<file path="src/rtl/mul_sched_pkg.sv">
`default_nettype none
// ============================================================================
// Module   : mul_sched_pkg
// Brief    : Shared types, defaults and round-robin pick helper for mul_rr_sched
// Revision : 1.0 - initial release
// ============================================================================
package mul_sched_pkg;

    localparam int c_DEF_WIDTH = 8;
    localparam int c_DEF_N_REQ = 4;
    localparam int c_PICK_MAX  = 64;

    typedef enum logic [1:0] {
        IDLE = 2'd0,
        CALC = 2'd1,
        RESP = 2'd2
    } state_e;

    typedef struct packed {
        logic       found;
        logic [7:0] idx;
    } rr_pick_t;

    // First set bit at or after ptr, wrapping at n; ptr < n <= c_PICK_MAX.
    function automatic rr_pick_t rr_pick(input logic [c_PICK_MAX-1:0] valid,
                                         input logic [7:0]            ptr,
                                         input logic [7:0]            n);
        rr_pick_t   r;
        logic [7:0] k;
        r.found = 1'b0;
        r.idx   = 8'd0;
        for (int i = 0; i < c_PICK_MAX; i++) begin
            k = ptr + 8'(i);
            if (k >= n) begin
                k = k - n;
            end
            if ((8'(i) < n) && !r.found && valid[k[5:0]]) begin
                r.found = 1'b1;
                r.idx   = k;
            end
        end
        return r;
    endfunction

endpackage
`default_nettype wire

</file>
<file path="src/rtl/mul.sv">
`default_nettype none
// ============================================================================
// Module   : mul
// Brief    : Combinational unsigned WIDTH x WIDTH multiplier, full-width product
// Revision : 1.0 - initial release
// ============================================================================
module mul #(
    parameter int WIDTH = 8
) (
    input  logic [WIDTH-1:0]   a,
    input  logic [WIDTH-1:0]   b,
    output logic [2*WIDTH-1:0] y
);

    assign y = {{WIDTH{1'b0}}, a} * {{WIDTH{1'b0}}, b};

endmodule
`default_nettype wire

</file>
<file path="src/rtl/mul_rr_sched.sv">
`default_nettype none
// ============================================================================
// Module   : mul_rr_sched
// Brief    : Round-robin scheduler sharing one multiplier among N_REQ clients
// Revision : 1.0 - initial release
// ============================================================================
module mul_rr_sched
    import mul_sched_pkg::*;
#(
    parameter  int N_REQ = c_DEF_N_REQ,
    parameter  int WIDTH = c_DEF_WIDTH,
    localparam int ID_W  = $clog2(N_REQ)
) (
    input  logic                   clk,
    input  logic                   rst,
    input  logic [N_REQ-1:0]       req_valid,
    output logic [N_REQ-1:0]       req_ready,
    input  logic [N_REQ*WIDTH-1:0] req_a,
    input  logic [N_REQ*WIDTH-1:0] req_b,
    output logic                   rsp_valid,
    input  logic                   rsp_ready,
    output logic [ID_W-1:0]        rsp_id,
    output logic [2*WIDTH-1:0]     rsp_y
);

    state_e               state_q, state_d;
    logic [ID_W-1:0]      rr_ptr_q, rr_ptr_d;
    logic [ID_W-1:0]      id_q, id_d;
    logic [WIDTH-1:0]     op_a_q, op_a_d;
    logic [WIDTH-1:0]     op_b_q, op_b_d;
    logic                 rsp_valid_q, rsp_valid_d;
    logic [ID_W-1:0]      rsp_id_q, rsp_id_d;
    logic [2*WIDTH-1:0]   rsp_y_q, rsp_y_d;

    rr_pick_t             w_pick;
    logic [ID_W-1:0]      w_idx;
    logic [WIDTH-1:0]     w_sel_a, w_sel_b;
    logic [2*WIDTH-1:0]   w_y;
    logic [N_REQ-1:0]     w_ready;

    assign w_pick = rr_pick(c_PICK_MAX'(req_valid), 8'(rr_ptr_q), 8'(N_REQ));
    assign w_idx  = ID_W'(w_pick.idx);

    always_comb begin
        w_sel_a = '0;
        w_sel_b = '0;
        for (int i = 0; i < N_REQ; i++) begin
            if (w_idx == ID_W'(i)) begin
                w_sel_a = req_a[i*WIDTH +: WIDTH];
                w_sel_b = req_b[i*WIDTH +: WIDTH];
            end
        end
    end

    mul #(.WIDTH(WIDTH)) u_mul (
        .a (op_a_q),
        .b (op_b_q),
        .y (w_y)
    );

    always_comb begin
        state_d     = state_q;
        rr_ptr_d    = rr_ptr_q;
        id_d        = id_q;
        op_a_d      = op_a_q;
        op_b_d      = op_b_q;
        rsp_valid_d = rsp_valid_q;
        rsp_id_d    = rsp_id_q;
        rsp_y_d     = rsp_y_q;
        w_ready     = '0;
        case (state_q)
            IDLE: begin
                // The grant itself is the accept: ready is only raised on a valid bit.
                if (w_pick.found) begin
                    w_ready[w_idx] = 1'b1;
                    op_a_d         = w_sel_a;
                    op_b_d         = w_sel_b;
                    id_d           = w_idx;
                    rr_ptr_d       = (w_idx == ID_W'(N_REQ - 1)) ? '0 : w_idx + ID_W'(1);
                    state_d        = CALC;
                end
            end
            CALC: begin
                rsp_y_d     = w_y;
                rsp_id_d    = id_q;
                rsp_valid_d = 1'b1;
                state_d     = RESP;
            end
            RESP: begin
                if (rsp_ready) begin
                    rsp_valid_d = 1'b0;
                    state_d     = IDLE;
                end
            end
            default: state_d = IDLE;
        endcase
    end

    always_ff @(posedge clk or posedge rst) begin
        if (rst) begin
            state_q     <= IDLE;
            rr_ptr_q    <= '0;
            id_q        <= '0;
            op_a_q      <= '0;
            op_b_q      <= '0;
            rsp_valid_q <= 1'b0;
            rsp_id_q    <= '0;
            rsp_y_q     <= '0;
        end else begin
            state_q     <= state_d;
            rr_ptr_q    <= rr_ptr_d;
            id_q        <= id_d;
            op_a_q      <= op_a_d;
            op_b_q      <= op_b_d;
            rsp_valid_q <= rsp_valid_d;
            rsp_id_q    <= rsp_id_d;
            rsp_y_q     <= rsp_y_d;
        end
    end

    assign req_ready = rst ? '0 : w_ready;
    assign rsp_valid = rsp_valid_q;
    assign rsp_id    = rsp_id_q;
    assign rsp_y     = rsp_y_q;

endmodule
`default_nettype wire

</file>
<file path="config.mk">
export PLATFORM = sky130hd
export DESIGN_NAME = mul_rr_sched
export DESIGN_NICKNAME = d
export VERILOG_FILES = /design/src/rtl/mul_sched_pkg.sv /design/src/rtl/mul.sv /design/src/rtl/mul_rr_sched.sv
export SDC_FILE = /design/constraint.sdc
export NUM_CORES = 1
export LEC_CHECK = 0
export ABC_AREA = 1
export CAP_MARGIN = 0
export CELL_PAD_IN_SITES_DETAIL_PLACEMENT = 1
export CELL_PAD_IN_SITES_GLOBAL_PLACEMENT = 2
export CORE_UTILIZATION = 29
export DETAILED_ROUTE_END_ITERATION = 7
export GPL_TIMING_DRIVEN = 0
export PLACE_DENSITY = 0.89
export SLEW_MARGIN = 20
export SYNTH_ARGS = -nofsm -noshare
export SYNTH_HDL_FRONTEND = slang
export SYNTH_SLANG_ARGS = --single-unit
</file>
<file path="constraint.sdc">
create_clock -name clk -period 5.8 [get_ports clk]
set_clock_uncertainty 0.15 [all_clocks]
set_input_delay 1.16 -clock clk [delete_from_list [all_inputs] [get_ports clk]]
set_output_delay 1.16 -clock clk [all_outputs]
set_load 0.05 [all_outputs]
</file>
# Yosys cells after proc, flatten, opt, wreduce, memory -nomap -nowiden
# Cells that the tools add are included.
[totals]
out_inout_bits = 23
reg_bits = 41
inputBits = 71
[classes]
mul = 1
reduce_logical = 13
magnitude_cmp = 10
n_addsub = 8
muxes = 35
eq_ne = 7
[ops]
columns = ["cell", "n"]
rows = [
  ["$mux W8", 12],
  ["$mux W9", 4],
  ["$lt A6 B7 Y1 const B", 4],
  ["$bmux W1 S6", 4],
  ["$mul A8 B8 Y16", 1],
  ["$mux W4", 3],
  ["$sub A3 B3 Y4 const B", 3],
  ["$ge A3 B3 Y1 const B", 3],
  ["$add A2 B2 Y3 const B", 2],
  ["$eq A2 B2 Y1 const B", 3],
  ["$mux W1", 6],
  ["$mux W2", 3],
  ["$pmux W2 S3", 1],
  ["$reduce_and A2 Y1", 3],
  ["$eq A2 B1 Y1 const B", 2],
  ["$logic_and A1 B1 Y1", 4],
  ["$logic_not A2 Y1", 2],
  ["$ne A2 B2 Y1 const B", 2],
  ["$sub A2 B3 Y4 const B", 1],
  ["$add A2 B1 Y3 const B", 1],
  ["$ge A2 B3 Y1 const B", 1],
  ["$logic_not A1 Y1", 3],
  ["$lt A2 B3 Y1 const B", 1],
  ["$add A2 B1 Y2 const B", 1],
  ["other kinds (4)", 4],
]

# Depth between registers and ports, before layout
# Gate-level depths: netlist (run 1).
[logic_depth]
word_depth = 21
mapped_depth = 22
ltp_nobuf = 20

# Modules after synthesis
# A second synthesis (run 1) with hierarchy kept.
[unflattened]
cells_unflattened = 737
hier_area_um2 = 4919.7
[by_module_without_submodules]
columns = ["module", "area_per_inst_um2", "cells_per_inst", "n_inst", "seq_area_each_um2"]
rows = [
  ["mul_rr_sched", 2523.7, 362, 1, 1026.0],
  ["mul", 2396.0, 375, 1, 0.0],
]

# Worst setup path before layout (run 1)
# Ideal clock, no wire load.
[synth_timing]
kind = "input -> output"
start = "in req_valid[2]"
end = "out req_ready[3]"
t_arrival_ps = 3563
n_path_buf = 2
path_stages = 13
slack_ps = 927
cell_sequence = "nand2_1 -> nand3_1 -> inv_1 -> nor2_1 -> a21oi_1 -> nand2_1 -> nand2_1 -> inv_1 -> ha_1 -> clkbuf_1 -> clkbuf_1 -> inv_1 -> nor3_1"
[synth_rtl]
columns = ["item", "line_no", "rtl"]
rows = [
  ["start, declared", "mul_rr_sched.sv:16", "input logic [N_REQ-1:0] req_valid,"],
  ["end, declared", "mul_rr_sched.sv:17", "output logic [N_REQ-1:0] req_ready,"],
]

==> key figures, run 1 <==
Cells and area
  – Layout cells sized above 1: 0.0434
  – Final net count: 935
  – N_diodes: 0
  – Area growth syn-to-layout: 29.3%

Yosys
  – Post-synth EDFFs: 0
  – Number of synthesized register bits: between 40 and 50
  – XOR/XNOR Fraction of Synth Area: 0.00747
  – Top FF cell, synth: dfrtp_1
  – Netlist cell types: 29
  – Syn Inst Count: roughly 680
  – Synthesized area per cell: 6.87 um2
  – Multiplexer area fraction after synthesis: 0
  – Top-count cell post-synth: nand2_1
  – Synth warn: 0
  – Compound-Gate Fraction of Synth Area: 0.0861
  – Largest area contributor in the netlist: dfrtp_1
  – Largest family of logic cells by synthesized area: adder cells
  – Commonest cells post-synth: 245 x nand2_1, 137 x inv_1, 44 x ha_1, 41 x dfrtp_1, 38 x o21ai_0
  – Synth Area in Simple Gates: 0.267
  – Largest cells by area after synthesis: dfrtp_1 22%, nand2_1 20%, fa_1 15%
  – Mapped Area: ~4700 um2
  – Yosys top cell area share: 0.219
  – Post-Syn Nets: 834
  – Seq/Total Area, Yosys: 0.219
  – Synth Area in Adders: 0.271
  – Async S/R FF share, synth: 1.00

Clock network
  – Clock Latency Late Sink: about 290 ps
  – Cts hold-fix bufs: 0
  – Clk slew on worst S/H paths: roughly 60 ps
  – Post-CTS Setup Bufs: 0
  – Clock root buffer master: clkbuf_16
  – CTS tree: done
  – Clock sink count: between 40 and 50
  – Clk buf depth: 2
  – CTS Buf Count: 5
  – Post-cts resize count: 0
  – H-tree levels: 2

Critical path
  – Critical Path Source Type: input port
  – Crit path from: req_valid[2]
  – Critical Path RT: roughly 4500 ps
  – Crit path DAT: 3970 ps
  – Setup CP Type: input port to primary output
  – Crit-path max FO: 10
  – RR Startpoint: op_a_q[4]
  – Worst setup EP type: primary output

Place
  – DPL Wire Length: around 11000 um
  – Final GP Congestion: approximately 0.77
  – Port bufs: 93

Floorplan
  – Core area: 15800 um2
  – Die width: 129 um
  – # rows: 46
  – Ports: between 90 and 100
  – Die Height: ~130 um
  – Initial Utilization: 0.296
  – Die ar.: ~17000 um2

Timing
  – Final TNS setup: 0 ps
  – Final setup vio count: 0
  – Worst slew pin tran: around 570 ps
  – Final clock period utilization by the worst path: 0.910
  – Tmin final: 5280 ps
  – RSZ-0062 raised after global routing: no
  – Slew Viols, Final: 0
  – Max frequency: 190 MHz
  – Slew margin rel.: 0.622
  – Final Hold Fails: 0

Global route
  – GR Util met1: 0.199
  – Congestion Overflow GR: 0
  – Met3 track demand over resource: 0.0301
  – Met2 Use GR: 0.293
  – Vias in the first global route: roughly 4600
  – First-pass GRT wire length: 21700 um
  – GRT Util Overall: 0.162
  – Initial antenna violation count: 0
  – Grt peak-use layer: met2
  – Largest net degree at the start of global routing: 26

Drt
  – Via count: approximately 4400
  – Antenna viol nets, final: 0
  – Initial DRC Count: roughly 120
  – Drt drc: 0
  – First-pass detailed-route iteration total: 4
  – Routed vias/inst: 4.39
  – WL per Instance: ~13 um
  – Final WL: 12600 um

Hold path
  – Worst min-delay path class: register to register
  – Hold Path Origin: rsp_id[0]

Run status
  – Outcome: finished clean

Job
  – Max Cap Viol: 0
## logic make-up after synthesis
family / count (synthesis)
AO/OA/AOI/OAI: 78
flip-flops: 41
XOR/XNOR: 4
AND/OR/NAND/NOR: 306
buffers and inverters: 174
adder cells (fa/ha/maj): 80
## path summary, 6_finish.rpt
kind	cells past startpoint	slack, ps	end
max in group asynchronous	3	3910	rsp_y[0]
min in group asynchronous	2	1110	op_b_q[5]
max reg2reg	16	1150	rsp_y[15]
min reg2reg	2	320	rsp_id[0]
min	2	320	rsp_id[0]
max	15	520	req_ready[3]
## stage by stage
step	hold slack [ps]	util	area (um2)	std cells	setup slack [ps]
global placement	310	0.372	5890	992	95.9
global route	355	0.383	6070	1000	119
floorplan	299	-	4690	683	927
finish	324	0.383	6070	1000	524
CTS	328	0.383	6060	1000	38.8
detailed placement	313	0.374	5910	993	38.6
## layout make-up
class | count | area (um2)
plain buffers | 34 | 169
clock buffers | 6 | 139
multi-input cells | 468 | 2960
inverters | 140 | 533
clock inverters | 1 | 7.51
well taps | 216 | 270
flip-flops and latches | 41 | 1030
fillers | 2018 | 9760
repair buffers | 94 | 958
## critical path: stages
cell             delay (ps)
clkdlybuf4s50_1         480
nand2_1                  80
nand3_1                 120
inv_1                    50
nor2_1                  190
a21oi_1                 100
nand2_1                  70
nand2_1                 130
inv_1                   110
ha_1                    140
clkbuf_1                240
clkbuf_1                370
inv_1                    80
nor3_1                  180
dlymetal6s2s_1          460
## state kept, by name, summed over array words and instances (netlist names)
| signal | flops |
|---|---|
| id_q | 2 |
| rsp_y | 16 |
| rsp_valid | 1 |
| state_q | 2 |
| rsp_id | 2 |
| op_b_q | 8 |
| rr_ptr_q | 2 |
| op_a_q | 8 |
## metal layers
layer  up-vias  wire (um)
li1       2254          -
met1      2027       5670
met2        95       6230
met3        11        590
met4         0        122
met5         -          0
## placed cells by master, fill, tap and decap left out, drive strengths merged, types with 3 or more instances in the layout
cell type,count
dfrtp,41
dlymetal6s2s,3
clkbuf,32
nor3,5
ha,44
a31oi,4
clkdlybuf4s50,90
o21ai,44
nand2,251
fa,36
inv,140
nor2,16
nand3,26
xnor2,4
a21oi,28
buf,9
nand4,6
Power of run 1 is left out: the tool's default activity adds up to more than one toggle a clock period on the data nets, which glitch-free logic cannot reach.
==> inputs of run 2 (changes only) <==
--- a/config.mk
+++ b/config.mk
@@ -9,11 +9,13 @@
 export CAP_MARGIN = 0
 export CELL_PAD_IN_SITES_DETAIL_PLACEMENT = 1
 export CELL_PAD_IN_SITES_GLOBAL_PLACEMENT = 2
-export CORE_UTILIZATION = 29
+export CORE_UTILIZATION = 30
+export CTS_BUF_LIST = sky130_fd_sc_hd__clkbuf_2
 export DETAILED_ROUTE_END_ITERATION = 7
 export GPL_TIMING_DRIVEN = 0
-export PLACE_DENSITY = 0.89
+export PLACE_DENSITY = 0.91
 export SLEW_MARGIN = 20
 export SYNTH_ARGS = -nofsm -noshare
 export SYNTH_HDL_FRONTEND = slang
 export SYNTH_SLANG_ARGS = --single-unit
+export TNS_END_PERCENT = 50
==> run 2 against run 1 <==
Against the previous run:
- register-to-register slack worse by 80 ps
- sequential cell count unchanged
- global-route usage up 1.1 points
- count of clock-buffer cells in the layout up 1
- die area down 3.3%
- design area down 1.7%
- sequential share of layout area up 0.29 points
- final cell count down 0.40%
- non-clock buffer count unchanged
- first-iteration DRC count up 36%
==> key figures, run 2 (synthesis results as in run 1) <==
Critical path
  – Setup CP Type: input port to primary output
  – Critical Path Source Type: input port
  – Crit path DAT: 4090 ps (+120 ps)
  – Worst setup EP type: primary output
  – Crit-path max FO: 10 (unchanged)
  – Critical Path RT: 4490 ps (about the same)

Drt
  – Final WL: 13300 um (+5.8%)
  – Via count: 4505 (+2.7%)
  – Antenna viol nets, final: 0 (unchanged)
  – Initial DRC Count: 156 (+36%)
  – Drt drc: 0 (unchanged)
  – Routed vias/inst: 4.52 (+3.1%)
  – First-pass detailed-route iteration total: 4 (unchanged)
  – WL per Instance: 13.4 um (+6.2%)

Cells and area
  – Max reg flops: 16 (unchanged)
  – Area growth syn-to-layout: 27.1%
  – Layout cells sized above 1: 0.0446 (+0.00122)
  – Final net count: 935 (unchanged)
  – Most frequent cells in the layout: 245 x nand2_1, 136 x inv_1, 90 x clkdlybuf4s50_1, 44 x ha_1, 41 x dfrtp_1
  – Commonest non-fill, non-tap cell in the layout: nand2_1
  – N_diodes: 0 (unchanged)

Global route
  – First-pass GRT wire length: 23000 um (+6.2%)
  – Vias in the first global route: 4927 (+6.2%)
  – Initial antenna violation count: 0 (unchanged)
  – Congestion Overflow GR: 0 (unchanged)
  – Largest net degree at the start of global routing: 23 (-12%)
  – GRT Util Overall: 0.173 (+0.0112)

Clock network
  – Clk slew on worst S/H paths: 220 ps (+160 ps)
  – Clock Latency Late Sink: 410 ps (+120 ps)
  – Clock root buffer master: clkbuf_2
  – Clock sink count: 41 (unchanged)
  – Clk buf depth: 2 (unchanged)
  – H-tree levels: 2 (unchanged)
  – CTS tree: done
  – Post-CTS Setup Bufs: 0 (unchanged)
  – CTS Buf Count: 5 (unchanged)

Place
  – Final GP Congestion: 0.799 (+3.3%)
  – DPL Wire Length: 11500 um (+8.6%)
  – Port bufs: 93 (unchanged)

Floorplan
  – Die width: 127 um (-1.7%)
  – Core area: 15300 um2 (-3.6%)
  – Die Height: 127 um (-1.7%)
  – Die ar.: 16100 um2 (-3.3%)
  – Initial Utilization: 0.308 (+0.0111)
  – # rows: 45 (-2.2%)
  – Ports: 94 (unchanged)

Timing
  – Max frequency: 185 MHz (-2.3%)
  – Slew margin rel.: 0.632 (+0.0101)
  – Final TNS setup: 0 ps (unchanged)
  – Tmin final: 5400 ps (+124 ps)
  – RSZ-0062 raised after global routing: no
  – Final clock period utilization by the worst path: 0.931 (+0.0213)
  – Worst slew pin tran: 553 ps (-15.2 ps)
  – Slew Viols, Final: 0 (unchanged)
  – Final setup vio count: 0 (unchanged)
  – Final Hold Fails: 0 (unchanged)

Hold path
  – Worst min-delay path class: register to register

Run status
  – Outcome: finished clean

Job
  – Max Cap Viol: 0 (unchanged)
==> run 2: metal layers <==
layer | track usage | vias to the layer above | wire length, um
li1 | - | 2252 | -
met1 | 0.206 | 2138 | 5830
met2 | 0.331 | 105 | 6790
met3 | 0.0293 | 10 | 617
met4 | 0.0224 | 0 | 97
met5 | 0 | - | 0
==> run 2: worst paths after layout <==
| path | from | end | slack, ps | cells after the start |
|---|---|---|---|---|
| setup / recovery | req_valid[2] | req_ready[3] | 400 | 15 |
| hold / removal | rsp_y[3] | rsp_y[3] | 360 | 2 |
| setup reg to reg | op_a_q[0] | rsp_y[15] | 1070 | 16 |
| hold reg to reg | rsp_y[3] | rsp_y[3] | 360 | 2 |
| max in group asynchronous | rst | rsp_y[9] | 3980 | 3 |
| min in group asynchronous | rst | rr_ptr_q[0] | 1000 | 2 |
==> run 2: repair_timing <==
item | CTS | global route
hold buffers | 0 | 0
endpoints found under the setup margin | 0 | 3
gates resized for setup | 0 | 3
==> run 2: metrics by stage <==
stage	setup slack [ps]	util	cell area (um2)	std cells	hold slack (ps)
6_report	400	0.391	5960	996	361
5_1_grt	137	0.391	5960	996	393
4_1_cts	6.79	0.390	5960	996	370
3_5_place_dp	25.9	0.388	5910	988	320
3_3_place_gp	141	0.386	5890	987	311
2_1_floorplan	927	-	4690	683	299
==> run 2: final cells by class <==
cell class,instances,area (um2)
clock inverter,1,7.51
multi-input combinational,468,2960
clock buffer,7,35.0
tap,211,264
timing repair buffer,94,966
inverter,140,533
fill,1988,9290
buffer,34,169
sequential,41,1030
==> run 2: worst max-delay path, stage by stage <==
cell             delay, ps
clkdlybuf4s50_1        480
nand2_1                 80
nand3_1                120
inv_1                   60
nor2_1                 210
a21oi_1                100
nand2_1                 70
nand2_1                150
inv_1                  140
ha_1                   150
clkbuf_1               240
clkbuf_1               390
inv_1                   80
nor3_1                 200
dlymetal6s2s_1         440
Power of run 2 is left out for the same reason.
==> inputs of run 3 (changes only) <==
--- a/config.mk
+++ b/config.mk
@@ -9,6 +9,7 @@
 export CAP_MARGIN = 0
 export CELL_PAD_IN_SITES_DETAIL_PLACEMENT = 1
 export CELL_PAD_IN_SITES_GLOBAL_PLACEMENT = 2
+export CORE_MARGIN = 2
 export CORE_UTILIZATION = 30
 export CTS_BUF_LIST = sky130_fd_sc_hd__clkbuf_2
 export DETAILED_ROUTE_END_ITERATION = 7
==> run 3 against run 2 <==
Against the previous run:
- worst hold slack improved by 4.7 ps
- design area about the same
- sequential share of layout area about the same
- core utilization about the same
- highest routed layer unchanged
==> key figures, run 3 (synthesis results as in run 1) <==
Run status
  – Outcome: finished clean

Critical path
  – Crit path DAT: 4080 ps (about the same)
  – Critical Path RT: 4490 ps (about the same)
  – Worst path cell trace: clkdlybuf4s50_1 > inv_1 > nand2_1 > nand3_1 > nand2_1 > inv_2 > nand3_1 > nand2_1 > nor2_1 > nand2_1 > inv_1 > ha_1 > buf_2 > nand2_1 > nor2_1 > clkdlybuf4s50_1
  – Critical Path Slowest Stage Cell: clkdlybuf4s50_1
  – Critical Path Source Type: input port
  – Biggest cell delay along the critical path: 820 ps (+340 ps)
  – Worst path bufs/invs: 6 (-1)
  – Cell family with most CP delay: buffers and inverters
  – Worst setup EP type: primary output
  – Crit path top cell by count: nand2_1
  – Crit-path max FO: 18 (+8)
  – Setup CP Type: input port to primary output

Clock network
  – Clock sink count: 41 (unchanged)
  – Post-cts resize count: 0 (unchanged)
  – Clk buf depth: 2 (unchanged)
  – H-tree levels: 2 (unchanged)
  – CTS tree: done
  – Clock root buffer master: clkbuf_2
  – Clock Latency Late Sink: 440 ps (+30 ps)
  – Cts hold-fix bufs: 0 (unchanged)
  – CTS Buf Count: 5 (unchanged)
  – Clk slew on worst S/H paths: 260 ps (+40 ps)
  – Post-CTS Setup Bufs: 0 (unchanged)

Floorplan
  – # rows: 45 (unchanged)
  – Core area: 15300 um2 (unchanged)
  – Die ar.: 16700 um2 (+3.2%)
  – Ports: 94 (unchanged)
  – Initial Utilization: 0.308 (unchanged)
  – Die Height: 129 um (+1.6%)
  – Die width: 129 um (+1.6%)

Drt
  – Drt drc: 0 (unchanged)
  – Routed vias/inst: 4.45 (-1.6%)
  – First-pass detailed-route iteration total: 4 (unchanged)
  – Initial DRC Count: 127 (-19%)
  – Antenna viol nets, final: 0 (unchanged)
  – WL per Instance: 13.4 um (+0.30%)
  – Via count: 4429 (-1.7%)
  – Final WL: 13400 um (+0.20%)

Cells and area
  – Fill count: 1970 (-0.91%)
  – Final net count: 934 (-0.11%)
  – Most frequent cells in the layout: 245 x nand2_1, 136 x inv_1, 91 x clkdlybuf4s50_1, 44 x ha_1, 41 x dfrtp_1
  – N_diodes: 0 (unchanged)
  – Layout cells sized above 1: 0.0446 (+0.0000569)
  – Commonest non-fill, non-tap cell in the layout: nand2_1
  – Max reg flops: 16 (unchanged)
  – Register area: 1030 um2 (unchanged)
  – Area growth syn-to-layout: 27.1% (about the same)
  – Area of the multi-input gates: 2960 um2 (unchanged)

Global route
  – GRT Util Overall: 0.172 (-0.00159)
  – Largest net degree at the start of global routing: 23 (unchanged)
  – Congestion Overflow GR: 0 (unchanged)
  – First-pass GRT wire length: 23100 um (+0.42%)
  – Initial antenna violation count: 0 (unchanged)
  – Vias in the first global route: 4952 (+0.51%)

Place
  – DPL Wire Length: 11600 um (+1.0%)
  – Final GP Congestion: 0.828 (+3.6%)
  – Port bufs: 93 (unchanged)

Timing
  – Worst slew pin tran: 560 ps (+7.21 ps)
  – Final setup vio count: 0 (unchanged)
  – Max frequency: 185 MHz (+0.15%)
  – Tmin final: 5390 ps (-8.26 ps)
  – Slew margin rel.: 0.627 (-0.00481)
  – Final Hold Fails: 0 (unchanged)
  – Slew Viols, Final: 0 (unchanged)
  – RSZ-0062 raised after global routing: no
  – Final TNS setup: 0 ps (unchanged)
  – Final clock period utilization by the worst path: 0.930 (-0.00142)

Hold path
  – Worst min-delay path class: register to register

Job
  – Max Cap Viol: 0 (unchanged)
==> run 3: cell types whose count changed in the layout (fill, tap and decap cells not counted) <==
cell,previous run,this run
clkbuf_2,7,5
clkinv_4,0,2
clkbuf_1,26,25
clkdlybuf4s50_1,90,91
clkinv_2,0,1
clkinvlp_4,1,0
dlymetal6s2s_1,3,2
==> run 3: worst paths after layout <==
check / from / endpoint / slack [ps] / cells after the start
worst max-delay path: req_valid[1] / req_ready[1] / 410 / 16
worst min-delay path: rsp_y[3] / rsp_y[3] / 370 / 2
worst max register to register: op_b_q[6] / rsp_y[15] / 1060 / 16
worst min register to register: rsp_y[3] / rsp_y[3] / 370 / 2
max in group asynchronous: rst / rsp_y[11] / 4020 / 3
min in group asynchronous: rst / rr_ptr_q[0] / 970 / 2
==> run 3: layout make-up <==
| class | instances | area share |
|---|---|---|
| repair buffers | 94 | 0.162 |
| plain buffers | 33 | 0.0277 |
| clock inverters | 3 | 0.00378 |
| multi-input cells | 468 | 0.497 |
| clock buffers | 5 | 0.00420 |
| inverters | 140 | 0.0894 |
| well taps | 211 | 0.0443 |
| flip-flops and latches | 41 | 0.172 |
==> run 3: stage by stage <==
step                       util  area [um2]  hold slack (ps)  std cells  setup slack, ps
final                     0.391        5960              365        995              408
after global routing      0.391        5960              406        995             80.3
after CTS                 0.391        5960              369        996             49.8
after detailed placement  0.388        5910              314        988             41.8
after global placement    0.386        5890              314        987              138
after floorplan               -        4690              299        683              927
==> run 3: worst register-to-register path: stages (launching register included) <==
cell and delay (ps):
dfrtp_1 390, clkbuf_1 410, nand2_1 120, inv_1 100
fa_1 450, fa_1 530, fa_1 560, inv_1 60
fa_1 530, inv_1 40, ha_1 340, a21oi_1 310
nor2_1 90, o21ai_0 270, nand4_1 150, nand3_1 150
nand2_1 60
==> run 3: layer usage <==
metal,vias to the layer above,wire length [um],GRT usage
li1,2245,-,-
met4,0,195,0.0352
met3,16,697,0.0343
met5,-,0,0
met2,110,6600,0.322
met1,2058,5870,0.203
Power of run 3 is left out for the same reason.
